[config.mk]
export PLATFORM = sky130hd
export DESIGN_NAME = dino_score_ctrl
export DESIGN_NICKNAME = d
export VERILOG_FILES = /design/src/rtl/dino_score_ctrl.sv
export SDC_FILE = /design/constraint.sdc
export NUM_CORES = 1
export LEC_CHECK = 0
export BUFFER_PORTS_ARGS = -buffer_cell sky130_fd_sc_hd__buf_2
export CAP_MARGIN = 5
export CORE_ASPECT_RATIO = 0.9
export CORE_MARGIN = 2
export CORE_UTILIZATION = 30
export CTS_BUF_LIST = sky130_fd_sc_hd__clkbuf_8
export DETAILED_ROUTE_END_ITERATION = 16
export GPL_TIMING_DRIVEN = 0
export PLACE_DENSITY = 0.43
export SLEW_MARGIN = 30
export SYNTH_ARGS = -nofsm -noshare
export SYNTH_HDL_FRONTEND = slang
export SYNTH_SLANG_ARGS = --single-unit
[constraint.sdc]
create_clock -name clk -period 2.2 [get_ports clk]
set_input_delay 0.44 -clock clk [delete_from_list [all_inputs] [get_ports clk]]
set_output_delay 0.44 -clock clk [all_outputs]
set_load 0.05 [all_outputs]
[src/rtl/dino_score_ctrl.sv]
// dino_score_ctrl: game-state FSM and packed-BCD score keeper for the dino game.
// Rising edges of game_start / game_over / game_tick drive an IDLE/RUN/OVER FSM.
// In RUN, every TICKS_PER_PT tick events add one point to a DIGITS-digit BCD score.
// The score saturates at all nines, and a one-cycle milestone pulse marks each
// MILESTONE-point boundary.
// Optional feature: define HISCORE_EN to add the hi_score output and its tracking logic.
module dino_score_ctrl #(
  parameter int DIGITS       = 4,
  parameter int TICKS_PER_PT = 6,
  parameter int MILESTONE    = 100
) (
  input  logic                  clk,
  input  logic                  rst_n,
  input  logic                  game_start,
  input  logic                  game_over,
  input  logic                  game_tick,
  output logic [4*DIGITS-1:0]   score,
  output logic                  running,
  output logic                  milestone,
  output logic                  saturated,
`ifdef HISCORE_EN
  output logic [4*DIGITS-1:0]   hi_score,
`endif
  output logic [1:0]            state_dbg
);

  localparam int SW    = 4 * DIGITS;
  localparam int DIV_W = (TICKS_PER_PT > 1) ? $clog2(TICKS_PER_PT) : 1;
  localparam int MS_W  = (MILESTONE > 1) ? $clog2(MILESTONE) : 1;

  localparam logic [DIV_W-1:0] DIV_LAST = DIV_W'(TICKS_PER_PT - 1);
  localparam logic [DIV_W-1:0] DIV_ONE  = DIV_W'(1);
  localparam logic [MS_W-1:0]  MS_LAST  = MS_W'(MILESTONE - 1);
  localparam logic [MS_W-1:0]  MS_ONE   = MS_W'(1);
  localparam logic [SW-1:0]    NINES    = {DIGITS{4'h9}};

  localparam logic [1:0] S_IDLE = 2'd0;
  localparam logic [1:0] S_RUN  = 2'd1;
  localparam logic [1:0] S_OVER = 2'd2;

  logic [1:0]       state;
  logic             start_q, over_q, tick_q;
  logic             start_ev, over_ev, tick_ev;
  logic [DIV_W-1:0] div_cnt;
  logic [MS_W-1:0]  ms_cnt;
  logic [SW-1:0]    score_inc;
  logic             carry;
  logic [3:0]       digit;

  assign start_ev  = game_start & ~start_q;
  assign over_ev   = game_over  & ~over_q;
  assign tick_ev   = game_tick  & ~tick_q;
  assign saturated = (score == NINES);
  assign state_dbg = state;

  // Remember the previous input levels so only rising edges act.
  always_ff @(posedge clk or negedge rst_n) begin
    if (!rst_n) begin
      start_q <= 1'b0;
      over_q  <= 1'b0;
      tick_q  <= 1'b0;
    end else begin
      start_q <= game_start;
      over_q  <= game_over;
      tick_q  <= game_tick;
    end
  end

  // score + 1 in BCD: a 9 rolls to 0 and passes the carry to the next digit up.
  always_comb begin
    score_inc = score;
    carry     = 1'b1;
    digit     = 4'd0;
    for (int i = 0; i < DIGITS; i++) begin
      digit = score[4*i +: 4];
      if (carry) begin
        if (digit == 4'd9) begin
          score_inc[4*i +: 4] = 4'd0;
        end else begin
          score_inc[4*i +: 4] = digit + 4'd1;
          carry               = 1'b0;
        end
      end
    end
  end

  // Game FSM, tick divider, score and milestone counter.
  // A game_over edge takes priority over a tick edge in the same cycle.
  always_ff @(posedge clk or negedge rst_n) begin
    if (!rst_n) begin
      state     <= S_IDLE;
      running   <= 1'b0;
      score     <= '0;
      div_cnt   <= '0;
      ms_cnt    <= '0;
      milestone <= 1'b0;
    end else begin
      milestone <= 1'b0;
      case (state)
        S_IDLE, S_OVER: begin
          if (start_ev) begin
            state   <= S_RUN;
            running <= 1'b1;
            score   <= '0;
            div_cnt <= '0;
            ms_cnt  <= '0;
          end
        end
        S_RUN: begin
          if (over_ev) begin
            state   <= S_OVER;
            running <= 1'b0;
          end else if (tick_ev) begin
            if (div_cnt == DIV_LAST) begin
              div_cnt <= '0;
              // At all nines the divider keeps cycling but nothing else moves.
              if (!saturated) begin
                score <= score_inc;
                if (ms_cnt == MS_LAST) begin
                  ms_cnt    <= '0;
                  milestone <= 1'b1;
                end else begin
                  ms_cnt <= ms_cnt + MS_ONE;
                end
              end
            end else begin
              div_cnt <= div_cnt + DIV_ONE;
            end
          end
        end
        default: begin
          state   <= S_IDLE;
          running <= 1'b0;
        end
      endcase
    end
  end

`ifdef HISCORE_EN
  // Keep the best finished score. Packed BCD orders the same as unsigned binary,
  // so a plain compare is an MSD-first BCD compare.
  always_ff @(posedge clk or negedge rst_n) begin
    if (!rst_n) begin
      hi_score <= '0;
    end else if ((state == S_RUN) && over_ev && (score > hi_score)) begin
      hi_score <= score;
    end
  end
`endif

endmodule
==> flow_metrics.env <==
export IMPL_grt_overflow_total=0
export IMPL_placed_cells=285
export IMPL_synth_distinct_cells=45
export IMPL_ys_seq_area_share_pct=44.4
export IMPL_antenna_found_initial=0
export IMPL_period_share_pct=97.9
export IMPL_h_tree_depth=2
export IMPL_synth_warnings=0
export IMPL_setup_viol=0
export IMPL_synthAdderAreaFrac_pct=6.05
export IMPL_fmax_mhz=464
export IMPL_postSynth_asyncResetShare_pct=100
export IMPL_drv_slew=0
export IMPL_cp_slowest_stage_delay_ns=0.50
export IMPL_ant_nets=0
export IMPL_final_common_cell="buf_2"
export IMPL_pre_cts_ws_ns=-0.101
export IMPL_drtPass1Iterations=4
export IMPL_cts_root_buf="clkbuf_8"
export IMPL_clk_latency_ns=0.28
export IMPL_powerDensity_nw_per_um2=1060
export IMPL_synth_net_count=202
export IMPL_drt_wirelength_per_cell_um=14.9
export IMPL_start_util_pct=30.8
export IMPL_coreArea_um2=6050
export IMPL_fin_crit_ns=2.15
export IMPL_crit_required_ns=2.41
export IMPL_crit_top_cell="buf_4"
export IMPL_synth_seq_cells=33
export IMPL_fin_util_pct=39.4
export IMPL_drt_iter0_drc=66
export IMPL_dieHeight_um=78.7
export IMPL_grt_pass1_vias=1495
export IMPL_num_rows=27
export IMPL_use_met2_pct=21.4
export IMPL_cp_start_kind="flop"
export IMPL_synth_simple_area_share_pct=23.4
export IMPL_synth_edff_count=0
export IMPL_worst_path_max_delay_cell="or4_4"
export IMPL_fin_nets=243
export IMPL_worst_slew_pin_slew_ns=0.788
export IMPL_cp_data_arrival_time_ns=2.37
export IMPL_cts_tree="done"
export IMPL_drive_gt1_share_pct=35.7
export IMPL_setup_ws_ns=0.0469
export IMPL_rsz0062_at_grt="yes"
export IMPL_worst_ir_drop_vdd_v=0.000417
export IMPL_num_vias=1564
export IMPL_gp_congestion=0.738
export IMPL_worstSetupPathType="reg2reg"
export IMPL_grt_use_met3_pct=3.43
export IMPL_grt_pass1_wl_um=7280
export IMPL_grt_max_degree=34
export IMPL_cap_violations=0
export IMPL_dieArea_um2=6850
export IMPL_fin_skew_ns=0.00929
export IMPL_synth_area_per_cell_um2=9.90
export IMPL_leakagePower_nw=1.08
export IMPL_ctsLongestPathBuffers=2
export IMPL_synth_cells=188
export IMPL_path_clk_slew_ns=0.07
export IMPL_syn2layout_area_growth_pct=28.1
export IMPL_grt_usage_pct=13.6
export IMPL_portBuffers=25
export IMPL_synth_compound_area_share_pct=20.0
export IMPL_antenna_cells=0
export IMPL_cts_buffers=5
export IMPL_path_cells="inv_1 > ha_1 > nand3b_1 > buf_4 > or4_4 > a31oi_4 > buf_4 > clkbuf_16 > o21ai_0 > o21ai_2"
export IMPL_synth_xor_area_share_pct=0
export IMPL_die_x_um=87.0
export IMPL_slew_headroom_pct=47.5
export IMPL_synth_area_um2=1860
export IMPL_synth_area_mux_share_pct=2.28
export IMPL_top_usage_layer="met2"
export IMPL_synth_top_family_by_area="simple AND/OR/NAND/NOR gates"
export IMPL_grtUsageMet1_pct=18.8
export IMPL_synth_ff_type="dfrtp_1"
export IMPL_drt_wl_total_um=4510
export IMPL_crit_fanout=6
export IMPL_end_kind="flop"
export IMPL_status="finished, final reports clean"
export IMPL_layout_cells_non_filler=302
export IMPL_vias_per_cell=5.18
export IMPL_dpl_hpwl_um=3120
export IMPL_most_common_layout_cells="buf_2, dfrtp_1, nand2_1"
export IMPL_cts_sinks=33
export IMPL_final_hold_viol_count=0
export IMPL_hold_class="in2async"
export IMPL_ios=26
export IMPL_drc=0
-- power by group --
group          switching [W]  leakage, nW  total, W  internal (W)
sequential          0.000154        0.421  0.000892      0.000738
clock               0.000221       0.0542  0.000503      0.000283
combinational       0.000754        0.609   0.00114      0.000388
total                0.00113         1.08   0.00254       0.00141
-- routing by layer --
metal  part of all wire, %  wire length, um
met2                    45             2050
met5                     0                0
met3                   3.1              141
met1                    51             2300
met4                  0.33               15
-- metrics by stage --
step                      area, um^2  hold WS [ns]  setup TNS, ns  total power [W]
after detailed placement        2140         0.476         -0.761          0.00200
after floorplan                 1930         0.144         -0.753          0.00172
after global routing            2380         0.264         -0.134          0.00271
after global placement          2140         0.469          -1.02          0.00197
after CTS                       2280         0.262        -0.0153          0.00253
final                           2380         0.237              0          0.00254
-- critical path, delay by kind of cell, from the launching register on --
family | cells | cell delay [ns]
adders and majority gates | 1 | 0.14
AOI/OAI and AO/OA | 3 | 0.40
DFF | 1 | 0.43
buffers and inverters | 4 | 0.53
and+or+nand+nor | 2 | 0.59
-- cell type report --
cell class | count | area [um^2]
fill | 615 | 3660
multi-input combinational | 142 | 1050
inverter | 8 | 30.0
clock inverter | 1 | 5.00
clock buffer | 7 | 96.3
sequential | 33 | 841
tap | 72 | 90.1
buffer | 5 | 46.3
timing repair buffer | 34 | 229
-- worst paths after layout --
| kind | startpoint | end | slack, ns | depth (start not counted) |
|---|---|---|---|---|
| hold / removal | rst_n | score[11] | 0.24 | 1 |
| hold reg to reg | ms_cnt[6] | ms_cnt[6] | 0.48 | 1 |
| max in group asynchronous | rst_n | score[0] | 1.41 | 1 |
| min in group clk | game_start | start_q | 0.28 | 1 |
| setup reg to reg | score[5] | ms_cnt[3] | 0.05 | 10 |
| setup / recovery | score[5] | ms_cnt[3] | 0.05 | 10 |
-- cell usage after synthesis, types with 2 or more instances --
master / number / area share, %
dfrtp_1: 33 / 44
nand2_1: 19 / 3.8
o21ai_0: 15 / 4.0
nor2_1: 11 / 2.2
ha_1: 9 / 6.0
inv_1: 8 / 1.6
o31ai_1: 8 / 3.2
nand3_1: 7 / 1.9
nand2b_1: 6 / 2.0
nor3_1: 6 / 1.6
o41ai_1: 6 / 2.8
a21oi_1: 4 / 1.1
nand3b_1: 4 / 1.6
nor2b_1: 4 / 1.3
a21o_1: 3 / 1.2
and3_1: 3 / 1.0
o22ai_1: 3 / 1.0
a22o_1: 2 / 0.94
a31oi_1: 2 / 0.67
and2_1: 2 / 0.67
buf_4: 2 / 0.81
buf_6: 2 / 1.2
mux2_2: 2 / 1.2
mux2i_1: 2 / 1.1
nand4_1: 2 / 0.67
nor3b_1: 2 / 0.81
nor4_1: 2 / 0.67
o21ai_2: 2 / 0.94
-- cells by family after synthesis --
group | Yosys count
mux | 4
compound gates | 52
flops | 33
fa+ha+maj | 9
simple gates | 77
buf+inv | 13
-- sequential cells by signal (all words and copies together) (netlist names) --
signal and count:
score 16, ms_cnt 7, div_cnt 3, state_dbg 2, milestone 1, over_q 1, running 1, start_q 1
tick_q 1
-- repair_timing --
action / CTS / global route
pin swaps: 2 / 3
gates cloned: 0 / 1
setup buffers: 1 / 7
hold buffers: 0 / 0
resized for setup: 3 / 6
endpoints found under the setup margin: 15 / 15
No activity file was read; power rests on OpenSTA's default activity.
